$ cat src/rtl/deser_pkg.sv
// Shared types and default sizing for the serial-to-parallel receiver family.
package deser_pkg;

  typedef enum logic {
    COLLECT = 1'b0,
    PUSH    = 1'b1
  } deser_state_t;

  localparam int DEF_DATA_WIDTH = 8;
  localparam int DEF_DEPTH      = 8;

endpackage

$ cat src/rtl/sync_fifo_param.sv
// Single-clock circular-buffer FIFO with a separate occupancy counter.
// A push on a full FIFO is accepted only when a pop happens in the same cycle.
module sync_fifo_param
  import deser_pkg::*;
#(
  parameter int DATA_WIDTH = DEF_DATA_WIDTH,
  parameter int DEPTH      = DEF_DEPTH,
  parameter int LEN_W      = $clog2(DEPTH + 1)
) (
  input  logic                  clk,
  input  logic                  reset,
  input  logic                  push,
  input  logic                  pop,
  input  logic [DATA_WIDTH-1:0] wdata,
  output logic [DATA_WIDTH-1:0] rdata,
  output logic [LEN_W-1:0]      count,
  output logic                  full,
  output logic                  empty
);

  localparam int PTR_W = $clog2(DEPTH);

  logic [DATA_WIDTH-1:0] mem [DEPTH];
  logic [PTR_W-1:0]      wr_ptr;
  logic [PTR_W-1:0]      rd_ptr;
  logic                  do_push;
  logic                  do_pop;

  always_comb begin
    full    = (count == LEN_W'(DEPTH));
    empty   = (count == '0);
    do_pop  = pop && !empty;
    do_push = push && (!full || do_pop);
    rdata   = empty ? '0 : mem[rd_ptr];
  end

  // Pointers wrap naturally because DEPTH is a power of two.
  always_ff @(posedge clk) begin
    if (reset) begin
      wr_ptr <= '0;
      rd_ptr <= '0;
      count  <= '0;
    end else begin
      if (do_push) wr_ptr <= wr_ptr + 1'b1;
      if (do_pop)  rd_ptr <= rd_ptr + 1'b1;
      if (do_push && !do_pop)      count <= count + 1'b1;
      else if (do_pop && !do_push) count <= count - 1'b1;
    end
  end

  always_ff @(posedge clk) begin
    if (do_push) mem[wr_ptr] <= wdata;
  end

endmodule

$ cat src/rtl/deser_fifo_param.sv
// Serial-to-parallel receiver: assembles DATA_WIDTH-bit words from a bit stream
// and queues them in a DEPTH-entry FIFO, stalling and flagging overflow when full.
module deser_fifo_param
  import deser_pkg::*;
#(
  parameter int DATA_WIDTH = DEF_DATA_WIDTH,
  parameter int DEPTH      = DEF_DEPTH,
  parameter int MSB_FIRST  = 1,
  parameter int DEQ_EDGE   = 1,
  parameter int LEN_W      = $clog2(DEPTH + 1)
) (
  input  logic                  clock_1M,
  input  logic                  reset,
  input  logic                  data_in,
  input  logic                  write_in,
  input  logic                  deq_in,
  output logic [DATA_WIDTH-1:0] data_out,
  output logic [LEN_W-1:0]      len_out,
  output logic                  status_out,
  output logic                  full_out,
  output logic                  empty_out,
  output logic                  overflow_out
);

  localparam int CNT_W = $clog2(DATA_WIDTH);

  deser_state_t          state;
  deser_state_t          state_next;
  logic [DATA_WIDTH-1:0] shreg;
  logic [CNT_W-1:0]      bit_cnt;
  logic                  deq_q;
  logic                  pop_req;
  logic                  pop;
  logic                  push_ok;
  logic                  accept;
  logic                  last_bit;

  // Handshake: a bit is taken on any cycle where write_in && status_out; a
  // completed word is handed to the FIFO on the PUSH cycle where push_ok is high.
  always_comb begin
    pop_req    = (DEQ_EDGE != 0) ? (deq_in & ~deq_q) : deq_in;
    pop        = pop_req & ~empty_out;
    push_ok    = (state == PUSH) && (!full_out || pop);
    status_out = (state == COLLECT) || push_ok;
    accept     = write_in && status_out;
    last_bit   = accept && (bit_cnt == CNT_W'(DATA_WIDTH - 1));
    state_next = state;
    case (state)
      COLLECT: if (last_bit) state_next = PUSH;
      PUSH:    if (push_ok)  state_next = COLLECT;
      default: state_next = COLLECT;
    endcase
  end

  always_ff @(posedge clock_1M) begin
    if (reset) state <= COLLECT;
    else       state <= state_next;
  end

  // The word held in shreg is written on the push cycle even if a new bit
  // shifts in at the same edge; the FIFO captures the pre-shift value.
  always_ff @(posedge clock_1M) begin
    if (reset) begin
      shreg        <= '0;
      bit_cnt      <= '0;
      deq_q        <= 1'b0;
      overflow_out <= 1'b0;
    end else begin
      deq_q <= deq_in;
      if (write_in && !status_out) overflow_out <= 1'b1;
      if (accept) begin
        if (MSB_FIRST != 0) shreg <= {shreg[DATA_WIDTH-2:0], data_in};
        else                shreg <= {data_in, shreg[DATA_WIDTH-1:1]};
        bit_cnt <= last_bit ? '0 : bit_cnt + 1'b1;
      end
    end
  end

  sync_fifo_param #(
    .DATA_WIDTH (DATA_WIDTH),
    .DEPTH      (DEPTH),
    .LEN_W      (LEN_W)
  ) u_fifo (
    .clk   (clock_1M),
    .reset (reset),
    .push  (push_ok),
    .pop   (pop),
    .wdata (shreg),
    .rdata (data_out),
    .count (len_out),
    .full  (full_out),
    .empty (empty_out)
  );

endmodule
$ cat config.mk
export PLATFORM = sky130hd
export DESIGN_NAME = deser_fifo_param
export DESIGN_NICKNAME = d
export VERILOG_FILES = /design/src/rtl/deser_pkg.sv /design/src/rtl/sync_fifo_param.sv /design/src/rtl/deser_fifo_param.sv
export SDC_FILE = /design/constraint.sdc
export NUM_CORES = 1
export LEC_CHECK = 0
export CORE_MARGIN = 3
export CORE_UTILIZATION = 24
export DETAILED_ROUTE_END_ITERATION = 12
export RECOVER_POWER = 25
export SLEW_MARGIN = 15
export SYNTH_ARGS = -nofsm -noshare
export SYNTH_HDL_FRONTEND = slang
export SYNTH_HIERARCHICAL = 1
export SYNTH_SLANG_ARGS = --single-unit
$ cat constraint.sdc
create_clock -name clock_1M -period 4.75 [get_ports clock_1M]
set_input_delay 0.95 -clock clock_1M [delete_from_list [all_inputs] [get_ports clock_1M]]
set_output_delay 0.95 -clock clock_1M [all_outputs]
set_load 0.01 [all_outputs]
======== Yosys cells after proc, flatten, opt, wreduce, memory -nomap -nowiden ========
Memory sizes are Yosys's and may differ from the RTL's. A register that Yosys moved wholly into a read port is not among the register bits.
Index checks and enable logic that the tools add are counted.
storage, ports and cells
  memory bits (writable) .................. 64
  bits in registers ....................... 24
  memories kept ........................... 1
  word-level logic and storage cells ...... 50
operators by class
  reduce and logical (&&, ||, !) cells .... 18
  mux-type cells .......................... 11
  equality and inequality tests ........... 2
  add/subtract/negate cells ............... 5
  bitwise logic cells ..................... 5
memory list
  memory      depth  bits a word  read ports  clocked after memory_dff  write ports  RTL line               text
  u_fifo.mem  8      8            1           1                         1            sync_fifo_param.sv:23  logic [DATA_WIDTH-1:0] mem [DEPTH];
operator list
  cell                                              count
  adder 3 x 1 -> 3 bit, second input constant       3
  two-way mux 3 bit                                 3
  logical AND 1 bit                                 8
  two-way mux 4 bit                                 2
  two-way mux 8 bit                                 1
  logical NOT 1 bit                                 5
  adder 4 x 1 -> 4 bit, second input constant       1
  equality test 4 bit, second input constant        1
  logical NOT 4 bit                                 1
  two-way mux 1 bit                                 4
  subtractor 4 x 1 -> 4 bit, second input constant  1
  equality test 3 bit, second input constant        1
  logical OR 1 bit                                  3
  NOT 1 bit                                         3
  AND 1 bit                                         2
  case mux 1 bit (2 select lines)                   1
  nonzero test 2 bit                                1

======== Depth between registers and ports, before layout ========
Gate-level depths: netlist of run 1.
  depth after elaboration ................. 10
  mapped depth ............................ 12
  mapped depth without buffers ............ 11

======== By module ========
The synthesis of run 1 kept the hierarchy.
by module, submodules not included
  module            instances  area an instance (µm²)  seq. area each (µm²)  cells an instance
  sync_fifo_param   1          3,085.5                 2,182.1               173
  deser_fifo_param  1          604.3                   280.3                 59

======== Least setup slack after synthesis of run 1 ========
Ideal clock, no wire load.
  path kind ............................... in2reg
  start ................................... input port deq_in
  end ..................................... register u_fifo.count[3]
  library setup time ...................... 121 ps
  required time ........................... 4,629 ps
  setup slack ............................. 1,556 ps
  arrival ................................. 3,073 ps
  stages .................................. 10
  cell sequence ........................... or3b_4 -> a21boi_0 -> o21a_4 -> ha_1 -> inv_1 -> ha_1 -> a21oi_1 -> a211oi_1 -> a31oi_1 -> mux2_2
between the ends
  cells in the longest elaborated chain, start to end .. 8
  elaborated cells between the ends (all ways) .. 13
  those cells by class .................... mux: 1; bitwise: 2; reduce/logical: 10
RTL lines
  element                       RTL line                text
  from (decl)                   deser_fifo_param.sv:16  input logic deq_in,
  AND 1 bit *                   deser_fifo_param.sv:41  pop_req = (DEQ_EDGE != 0) ? (deq_in & ~deq_q) : deq_in;
  AND 1 bit *                   deser_fifo_param.sv:42  pop = pop_req & ~empty_out;
  logical OR 1 bit *            deser_fifo_param.sv:43  push_ok = (state == PUSH) && (!full_out || pop);
  logical AND 1 bit *           deser_fifo_param.sv:43
  named net push_ok             deser_fifo_param.sv:34  logic push_ok;
  logical AND 1 bit *           sync_fifo_param.sv:33   do_push = push && (!full || do_pop);
  named net u_fifo.do_push      sync_fifo_param.sv:26   logic do_push;
  logical NOT 1 bit             sync_fifo_param.sv:47   else if (do_pop && !do_push) count <= count - 1'b1;
  logical AND 1 bit             sync_fifo_param.sv:47
  nonzero test 2 bit (no line)  n/a
  to (signal assigned)          sync_fifo_param.sv:46   if (do_push && !do_pop) count <= count + 1'b1;
  to (signal assigned)          sync_fifo_param.sv:47
  to (decl)                     sync_fifo_param.sv:16   output logic [LEN_W-1:0] count,
Mark *: on every way through the listed nets, which the timed path passes. The rest lies on a longest branch.
A chain may end at the register's enable or synchronous reset.

======== Final worst setup path of run 1 ========
Same ends and word-level chain as after synthesis.

==> flow_metrics.tcl, run 1 <==
set metrics [dict create \
    intPower_mw 1.21 \
    fillCellCount 1448 \
    crit_required_ns 4.97 \
    start_util_pct 24.9 \
    fin_setup_tns_ns 0 \
    switchingPower_uw 285 \
    p_seq_share_pct 56.8 \
    drtAntennaViolNets 0 \
    syn_to_final_growth_pct 19.3 \
    leakagePower_nw 1.40 \
    drt_first_pass_iters 4 \
    wire_per_inst_um 14.6 \
    n_antenna_cell 0 \
    vdd_drop_max_mv 0.179 \
    cts_root_buf "clkbuf_16" \
    tightest_slew_ns 0.919 \
    synth-async-reset-ratio_pct 0 \
    io_buffers 20 \
    coreArea_um2 14800 \
    cts-htree-levels 3 \
    netlist_instances 232 \
    timing.fmax_mhz 281 \
    die_x_um 130 \
    drt-total-wl_um 6560 \
    syn_nets 245 \
    arrival_ns 3.77 \
    synth-edff-count 64 \
    synth_ff_type "edfxtp_1" \
    dp_hpwl_um 4220 \
    insertion_delay_ns 0.33 \
    path_class "in2reg" \
    finalCriticalPeriod_ns 3.56 \
    synth-seq-cells 91 \
    finalCritPeriodShare_pct 74.8 \
    routed_via_density 4.31 \
    combPwrFrac_pct 1.2 \
    slew_violations 0 \
    post_cts_buffers 0 \
    fp.dieH_um 130 \
    finalHoldViolCount 0 \
    fin_skew_ns 0.00622 \
    drive_above_1_share_pct 18.1 \
    power.density_nw_per_um2 339 \
    yosysWarnings 6 \
    clockPowerShare_pct 41.9 \
    seq_area_frac_synth_pct 66.7 \
    cts_made_buffers 9 \
    hp-class "reg2reg" \
    end_kind "register" \
    grt_pass1_wl_um 10600 \
    syn_avg_cell_area_um2 15.9 \
    power_mw 1.49 \
    cts_tree "yes" \
    whs_ns 0.473 \
    status "finished, final reports clean" \
    ys_types 42 \
    vias 1934 \
    slew_headroom_pct 38.5 \
    clock-sinks 91 \
    clk_path_buf_depth 2 \
    drt_iter0_drc 126 \
    setup-violations-final 0 \
    ios 21 \
    rows 44 \
    multi_input_area_um2 1170 \
    path_clk_slew_ns 0.06 \
    die-area_um2 16900 \
    postCtsHoldBufs 0 \
    switching_share_pct 19.1 \
    grt_util_all_layers_pct 8.40 \
    seq_area_um2 2460 \
    nNetsFinal 274 \
    gp_congestion 0.743 \
    crit_fanout 5 \
    antenna_found_initial 0 \
    first_global_vias 1953 \
    grt_setup_unrepaired "false" \
    cts-resized-gates 0 \
    overflow 0 \
    cap_violations 0 \
    syn_area_um2 3690 \
    drc 0 \
    critPathLaunchType "input port" \
    grt_max_degree 28 \
]
==> cell type report <==
| type | instances | share of cell area (%) |
|---|---|---|
| Clock buffer | 12 | 5.37 |
| Clock inverter | 3 | 0.540 |
| Inverter | 4 | 0.341 |
| Multi-Input combinational cell | 127 | 26.7 |
| Sequential cell | 91 | 55.9 |
| Tap cell | 184 | 5.23 |
| Timing Repair Buffer | 28 | 5.91 |
==> cells in the mapped netlist, types with 2 or more instances <==
| master | n | share of area [%] |
|---|---|---|
| a21oi_1 | 5 | 0.68 |
| a21oi_2 | 2 | 0.47 |
| buf_1 | 2 | 0.20 |
| buf_2 | 3 | 0.41 |
| clkbuf_1 | 4 | 0.41 |
| dfxtp_1 | 27 | 15 |
| edfxtp_1 | 64 | 52 |
| ha_1 | 7 | 2.4 |
| inv_1 | 3 | 0.31 |
| mux2i_1 | 18 | 4.9 |
| mux4_2 | 16 | 9.8 |
| nand2_1 | 3 | 0.31 |
| nand2b_1 | 11 | 1.9 |
| nand3_1 | 5 | 0.68 |
| nand3b_1 | 2 | 0.41 |
| nor2_1 | 27 | 2.7 |
| nor2b_1 | 2 | 0.34 |
| nor3_1 | 2 | 0.27 |
| o211ai_1 | 2 | 0.41 |
| o21ai_1 | 2 | 0.27 |
| xor2_1 | 4 | 0.95 |
==> path summary, 6_finish.rpt <==
kind / startpoint / to / slack [ns] / cells after the start
worst min register to register: bit_cnt[2] / bit_cnt[2] / 0.47 / 2
worst max-delay path: deq_in / u_fifo/count[3] / 1.19 / 11
worst max register to register: u_fifo/count[0] / u_fifo/count[3] / 1.51 / 12
worst min-delay path: bit_cnt[2] / bit_cnt[2] / 0.47 / 2
==> cell usage in the layout (no fill, tap or decap), types with 4 or more instances in the layout <==
cell / n
edfxtp_1: 64
nor2_1: 27
dfxtp_1: 27
clkdlybuf4s50_1: 20
mux2i_1: 18
mux4_2: 16
nand2b_1: 11
clkbuf_16: 9
buf_4: 8
ha_1: 7
nand3_1: 5
a21oi_1: 5
xor2_1: 4
==> power by group through the flow <==
stage          clock network [mW]  registers (mW)  logic [mW]
5_1_grt                     0.668           0.847      0.0205
3_3_place_gp                    0           0.864      0.0185
4_1_cts                     0.644           0.847      0.0189
3_5_place_dp                    0           0.864      0.0190
6_report                    0.626           0.847      0.0186
2_1_floorplan                   0           0.863      0.0118
==> flip-flops by register name (all words and copies together) (netlist names), named ones only <==
register       count
state              1
bit_cnt            3
shreg              8
u_fifo/count       4
deq_q              1
u_fifo/wr_ptr      3
overflow_out       1
u_fifo/mem        64
u_fifo/rd_ptr      3
==> worst max-delay path, stage by stage <==
cell	delay, ns
clkdlybuf4s50_1	0.48
or3b_4	0.40
a21boi_0	0.30
o21a_4	0.22
ha_1	0.17
inv_1	0.09
ha_1	0.33
a21oi_1	0.19
a211oi_1	0.10
a31oi_1	0.18
mux2_2	0.35
==> kinds of logic (layout without fill, tap and decap cells) <==
group | after synthesis | in the layout | share of synthesized area [%]
xor+xnor | 5 | 5 | 1.19
simple gates | 60 | 60 | 8.78
mux | 35 | 35 | 15.0
fa+ha+maj | 8 | 8 | 2.92
flops | 91 | 91 | 66.7
buf+inv | 14 | 47 | 1.63
compound gates | 19 | 19 | 3.80
==> metal layers <==
metal  routed length [um]  GRT usage (%)  vias to the layer above  share of wire [%]
li1                     -              -                      936                  -
met1                 3310           11.7                      949                 50
met2                 2910           12.5                       42                 44
met3                  279           2.91                        7                4.3
met4                   63           2.38                        0               0.96
met5                    0              0                        -                  0
==> metrics by stage <==
| step | utilization [%] | cells | setup WS, ns | cell area [um^2] |
|---|---|---|---|---|
| 2_1_floorplan | - | 232 | 1.56 | 3690 |
| 4_1_cts | 29.7 | 449 | 1.22 | 4400 |
| 5_1_grt | 29.7 | 449 | 1.02 | 4400 |
| 3_3_place_gp | 28.0 | 434 | 0.941 | 4140 |
| 6_report | 29.7 | 449 | 1.19 | 4400 |
| 3_5_place_dp | 28.0 | 434 | 0.889 | 4140 |
(Power assumes the default switching activity.)
==> run 2, diff against run 1 <==
clock period = 3.7 ns   (was 4.75 ns; I/O delays follow)
==> run 2 against run 1 <==
Flip-flop and latch count is the same. Power grew 35%. Sequential power grew 29%. Register-to-register slack lost 0.77 ns. Global-route usage grew 0.58 points. Critical path depth is the same. Clock skew shrank 0.0017 ns. Combinational power grew 31%. Critical path type unchanged. Largest cell class unchanged. Largest power group unchanged. Highest routed layer unchanged.
==> flow_metrics.tcl, run 2 (same netlist as run 1, synthesis figures left out) <==
set metrics [dict create \
    crit_required_ns 3.93 \
    insertion_delay_ns 0.34 \
    r2r_slack_ns 0.74 \
    fillCellCount 1446 \
    final_common_cell "edfxtp_1" \
    critPathLaunchType "input port" \
    end_kind "register" \
    critical-path-max-stage-delay_ns 0.49 \
    path_delay_family "compound AO/OA/AOI/OAI gates" \
    setup-violations-final 0 \
    tightest_slew_ns 0.577 \
    status "finished, final reports clean" \
    drt_first_pass_iters 4 \
    crit_chain "clkdlybuf4s50_1 > or3b_4 > a21boi_0 > o21a_4 > ha_1 > inv_1 > ha_1 > a21oi_1 > a211oi_1 > a31oi_1 > mux2_2" \
    fin_setup_tns_ns 0 \
    drc 0 \
    crit_fanout 4 \
    cp_num_buf_inv 2 \
    syn_to_final_growth_pct 21.4 \
    grt_util_all_layers_pct 8.98 \
    grt.busiest_layer "met2" \
    nNetsFinal 279 \
    io_buffers 20 \
    cts_root_buf "clkbuf_16" \
    first_global_vias 2127 \
    crit_path_frequent_cell "ha_1" \
    path_class "in2reg" \
    start_util_pct 24.9 \
    drive_above_1_share_pct 20.7 \
    wire_per_inst_um 14.7 \
    vdd_drop_max_mv 0.187 \
    cts-htree-levels 3 \
    grtUsageMet1_pct 11.7 \
    worstRegToRegCells 11 \
    cts_made_buffers 9 \
    path_clk_slew_ns 0.06 \
    die-area_um2 16900 \
    dp_hpwl_um 4310 \
    arrival_ns 3.50 \
    rows 44 \
    drt_iter0_drc 105 \
    clock-sinks 91 \
    finalCritPeriodShare_pct 88.4 \
    cts_tree "yes" \
    layout_common_cells "64 x edfxtp_1, 27 x nor2_1, 27 x dfxtp_1" \
    use_met3_pct 3.11 \
    final_util_pct 30.2 \
    cap_violations 0 \
    min_from "bit_cnt[1]" \
    grtUsageMet2_pct 14.2 \
    overflow 0 \
    fin_skew_ns 0.00449 \
    clk_path_buf_depth 2 \
    drt-total-wl_um 6680 \
    r2r_start "u_fifo/count[0]" \
    gp_congestion 0.705 \
    slew_violations 0 \
    routed_via_density 4.29 \
    hp-class "reg2reg" \
    leakagePower_nw 1.44 \
    cts-resized-gates 0 \
    finalHoldViolCount 0 \
    grt_setup_unrepaired "false" \
    timing.fmax_mhz 306 \
    vias 1950 \
    die_x_um 130 \
    power.density_nw_per_um2 450 \
    antenna_found_initial 0 \
    ios 21 \
    slew_headroom_pct 61.5 \
    drtAntennaViolNets 0 \
    largestRegisters "u_fifo/mem (64), shreg (8), u_fifo/count (4)" \
    grt_pass1_wl_um 11300 \
    grt_max_degree 28 \
    n_antenna_cell 0 \
    whs_endpoint "bit_cnt[1]" \
    postCtsHoldBufs 0 \
    finalCriticalPeriod_ns 3.27 \
    post_cts_buffers 0 \
    largest_reg_flops 64 \
    largest_register "u_fifo/mem" \
    fp.dieH_um 130 \
    cpMaxStageDelayCell "clkdlybuf4s50_1" \
    min_path_cells 2 \
    worstReg2RegEnd "u_fifo/count[3]" \
    coreArea_um2 14800 \
]
[run 2: changes by cell type in the layout (fill, tap and decap cells not counted)]
cell	delta
buf_4	+5
bufinv_16	+1
clkbuf_1	-3
clkinv_1	+1
clkinvlp_4	+1
inv_6	+1
[run 2: cell type report]
| type | instances | area (um^2) | area share (%) |
|---|---|---|---|
| flip-flops and latches | 91 | 2460 | 55.0 |
| multi-input cells | 127 | 1170 | 26.2 |
| repair buffers | 33 | 298 | 6.65 |
| well taps | 184 | 230 | 5.14 |
| clock buffers | 9 | 225 | 5.03 |
| clock inverters | 7 | 73.8 | 1.65 |
| inverters | 4 | 15.0 | 0.335 |
[run 2: worst min-delay path, stage by stage (launching register included)]
cell     delay [ns]
dfxtp_1        0.31
nand3_1        0.06
a21oi_1        0.06
[run 2: where the power goes]
| part | internal, mW | total (mW) | switching [mW] |
|---|---|---|---|
| Sequential | 1.08 | 1.09 | 0.00465 |
| Combinational | 0.0125 | 0.0244 | 0.0119 |
| Clock | 0.525 | 0.904 | 0.379 |
| Total | 1.62 | 2.02 | 0.395 |
[run 2: metal layers]
metal	routed length, um	share of wire (%)
met3	320	4.8
met4	76	1.1
met1	3110	47
met2	3170	47
met5	0	0
[run 2: through the flow]
step	hold WS [ns]	power (mW)	setup slack, ns	area, um^2	instances
finish	0.474	2.02	0.429	4480	455
floorplan	0.448	1.12	0.687	3690	232
global placement	0.461	1.13	0.135	4180	439
detailed placement	0.465	1.14	0.0808	4180	439
global route	0.494	2.10	0.235	4480	455
CTS	0.474	2.05	0.437	4480	455
[run 2: how the worst max path moves through the flow]
| stage | startpoint | endpoint | slack (ns) | cells past startpoint |
|---|---|---|---|---|
| after floorplan | u_fifo/count[0] | u_fifo/count[3] | 0.69 | 12 |
| after global placement | deq_in | u_fifo/count[3] | 0.13 | 11 |
| after detailed placement | deq_in | u_fifo/count[3] | 0.08 | 11 |
| after CTS | deq_in | u_fifo/count[3] | 0.44 | 11 |
| after global routing | deq_in | u_fifo/count[3] | 0.24 | 11 |
| final | deq_in | u_fifo/count[3] | 0.43 | 11 |
==> run 3, diff against run 2 <==
CELL_PAD_IN_SITES_DETAIL_PLACEMENT = 0   (was unset)
CELL_PAD_IN_SITES_GLOBAL_PLACEMENT = 1   (was unset)
PLACE_DENSITY_LB_ADDON = 0.1   (was unset)
==> run 3 against run 2 <==
Cell count stayed put. Fmax fell by 1.9%. Global-route usage increased by 1.6 points. Largest cell class unchanged.
==> flow_metrics.tcl, run 3 (same netlist as run 1, synthesis figures left out) <==
set metrics [dict create \
    status "finished, final reports clean" \
    nNetsFinal 279 \
    hp-class "reg2reg" \
    slew_headroom_pct 54.4 \
    finalCritPeriodShare_pct 90.1 \
    fin_skew_ns 0.00925 \
    largest_reg_flops 64 \
    startpoint "deq_in" \
    routed_via_density 4.31 \
    drt_iter0_drc 143 \
    clock-sinks 91 \
    r2r_start "u_fifo/count[0]" \
    largest_register "u_fifo/mem" \
    crit_path_frequent_cell "ha_1" \
    vdd_drop_max_mv 0.169 \
    largestRegisters "u_fifo/mem (64), shreg (8), u_fifo/count (4)" \
    tightest_slew_ns 0.683 \
    insertion_delay_ns 0.34 \
    cap_violations 0 \
    io_buffers 20 \
    ios 21 \
    layout_common_cells "64 x edfxtp_1, 27 x nor2_1, 27 x dfxtp_1" \
    end_kind "register" \
    placed_cells_incl_taps 439 \
    seq_area_um2 2460 \
    fin_setup_tns_ns 0 \
    drt_first_pass_iters 4 \
    dp_hpwl_um 4930 \
    slew_violations 0 \
    die-area_um2 16900 \
    gp_congestion 0.659 \
    grt_max_degree 18 \
    drive_above_1_share_pct 20.3 \
    multi_input_area_um2 1170 \
    arrival_ns 3.57 \
    crit_required_ns 3.93 \
    crit_fanout 4 \
    setup-violations-final 0 \
    syn_to_final_growth_pct 20.5 \
    path_clk_slew_ns 0.06 \
    postCtsHoldBufs 0 \
    finish.instance_area_um2 4450 \
    cts_root_buf "clkbuf_16" \
    leakagePower_nw 1.44 \
    drc 0 \
    cts_made_buffers 9 \
    die_x_um 130 \
    dpl_cell_area_um2 4180 \
    antenna_found_initial 0 \
    cts-htree-levels 3 \
    crit_chain "clkdlybuf4s50_1 > or3b_4 > a21boi_0 > o21a_4 > ha_1 > inv_1 > ha_1 > a21oi_1 > a211oi_1 > a31oi_1 > mux2_2" \
    fp.dieH_um 130 \
    first_global_vias 2130 \
    path_delay_family "compound AO/OA/AOI/OAI gates" \
    power.density_nw_per_um2 438 \
    fillCellCount 1473 \
    drtAntennaViolNets 0 \
    critical-path-max-stage-delay_ns 0.48 \
    finalHoldViolCount 0 \
    grt_util_all_layers_pct 10.6 \
    path_class "in2reg" \
    grt_pass1_wl_um 12700 \
    cpMaxStageDelayCell "clkdlybuf4s50_1" \
    final_cells 455 \
    clk_path_buf_depth 2 \
    cp_num_buf_inv 2 \
    finalCriticalPeriod_ns 3.33 \
    cts-resized-gates 0 \
    coreArea_um2 14800 \
    cts_tree "yes" \
    critPathLaunchType "input port" \
    grt_setup_unrepaired "false" \
    overflow 0 \
    rows 44 \
    start_util_pct 24.9 \
    timing.fmax_mhz 300 \
    n_antenna_cell 0 \
    post_cts_buffers 0 \
    final_common_cell "edfxtp_1" \
    wire_per_inst_um 17.1 \
    vias 1962 \
    min_from "bit_cnt[2]" \
    drt-total-wl_um 7780 \
]
==> run 3: cell types whose count changed in the layout (fill, tap and decap cells not counted), sizes merged <==
cell      previous run  this run
clkinv               1         4
clkinvlp             3         0
bufinv               1         0
clkbuf               9        10
==> run 3: power by group <==
group / total, mW / switching [mW] / internal, mW
Combinational: 0.0254 / 0.0128 / 0.0125
Clock: 0.837 / 0.381 / 0.457
Sequential: 1.09 / 0.00445 / 1.08
==> run 3: per-stage QoR <==
step / hold slack (ns) / setup slack [ns] / utilization, % / total power [mW]
floorplan: 0.448 / 0.687 / - / 1.12
global placement: 0.465 / 0.0873 / 28.2 / 1.14
detailed placement: 0.464 / 0.0337 / 28.2 / 1.14
CTS: 0.473 / 0.396 / 30.0 / 1.99
global route: 0.501 / 0.203 / 30.0 / 2.04
finish: 0.471 / 0.367 / 30.0 / 1.95
==> run 3: path summary, 6_finish.rpt <==
path	cells past startpoint	to	slack [ns]
worst max-delay path	11	u_fifo/count[3]	0.37
worst min-delay path	2	bit_cnt[2]	0.47
worst max register to register	11	u_fifo/count[3]	0.65
worst min register to register	2	bit_cnt[2]	0.47
==> run 3: per-layer routing <==
layer	wire, um	share of wire, %	global-route usage (%)
met3	264	3.4	3.93
met5	0	0	0
met2	3730	48	17.1
met4	94	1.2	2.75
met1	3680	47	13.4
==> run 3: worst reg2reg max path, delay by kind of cell, from the launching register on <==
family                     cells  cell delay, ns
adders and majority gates      2            0.48
buffers and inverters          2            0.31
DFF                            1            0.39
AOI/OAI and AO/OA              5            0.81
and+or+nand+nor                1            0.59
muxes                          1            0.35
==> run 3: cell type report <==
type                       instances  share of cell area [%]
clock buffer                      10                    5.15
multi-input combinational        127                    26.4
timing repair buffer              33                    6.69
clock inverter                     6                   0.900
sequential                        91                    55.4
inverter                           4                   0.338
tap                              184                    5.18
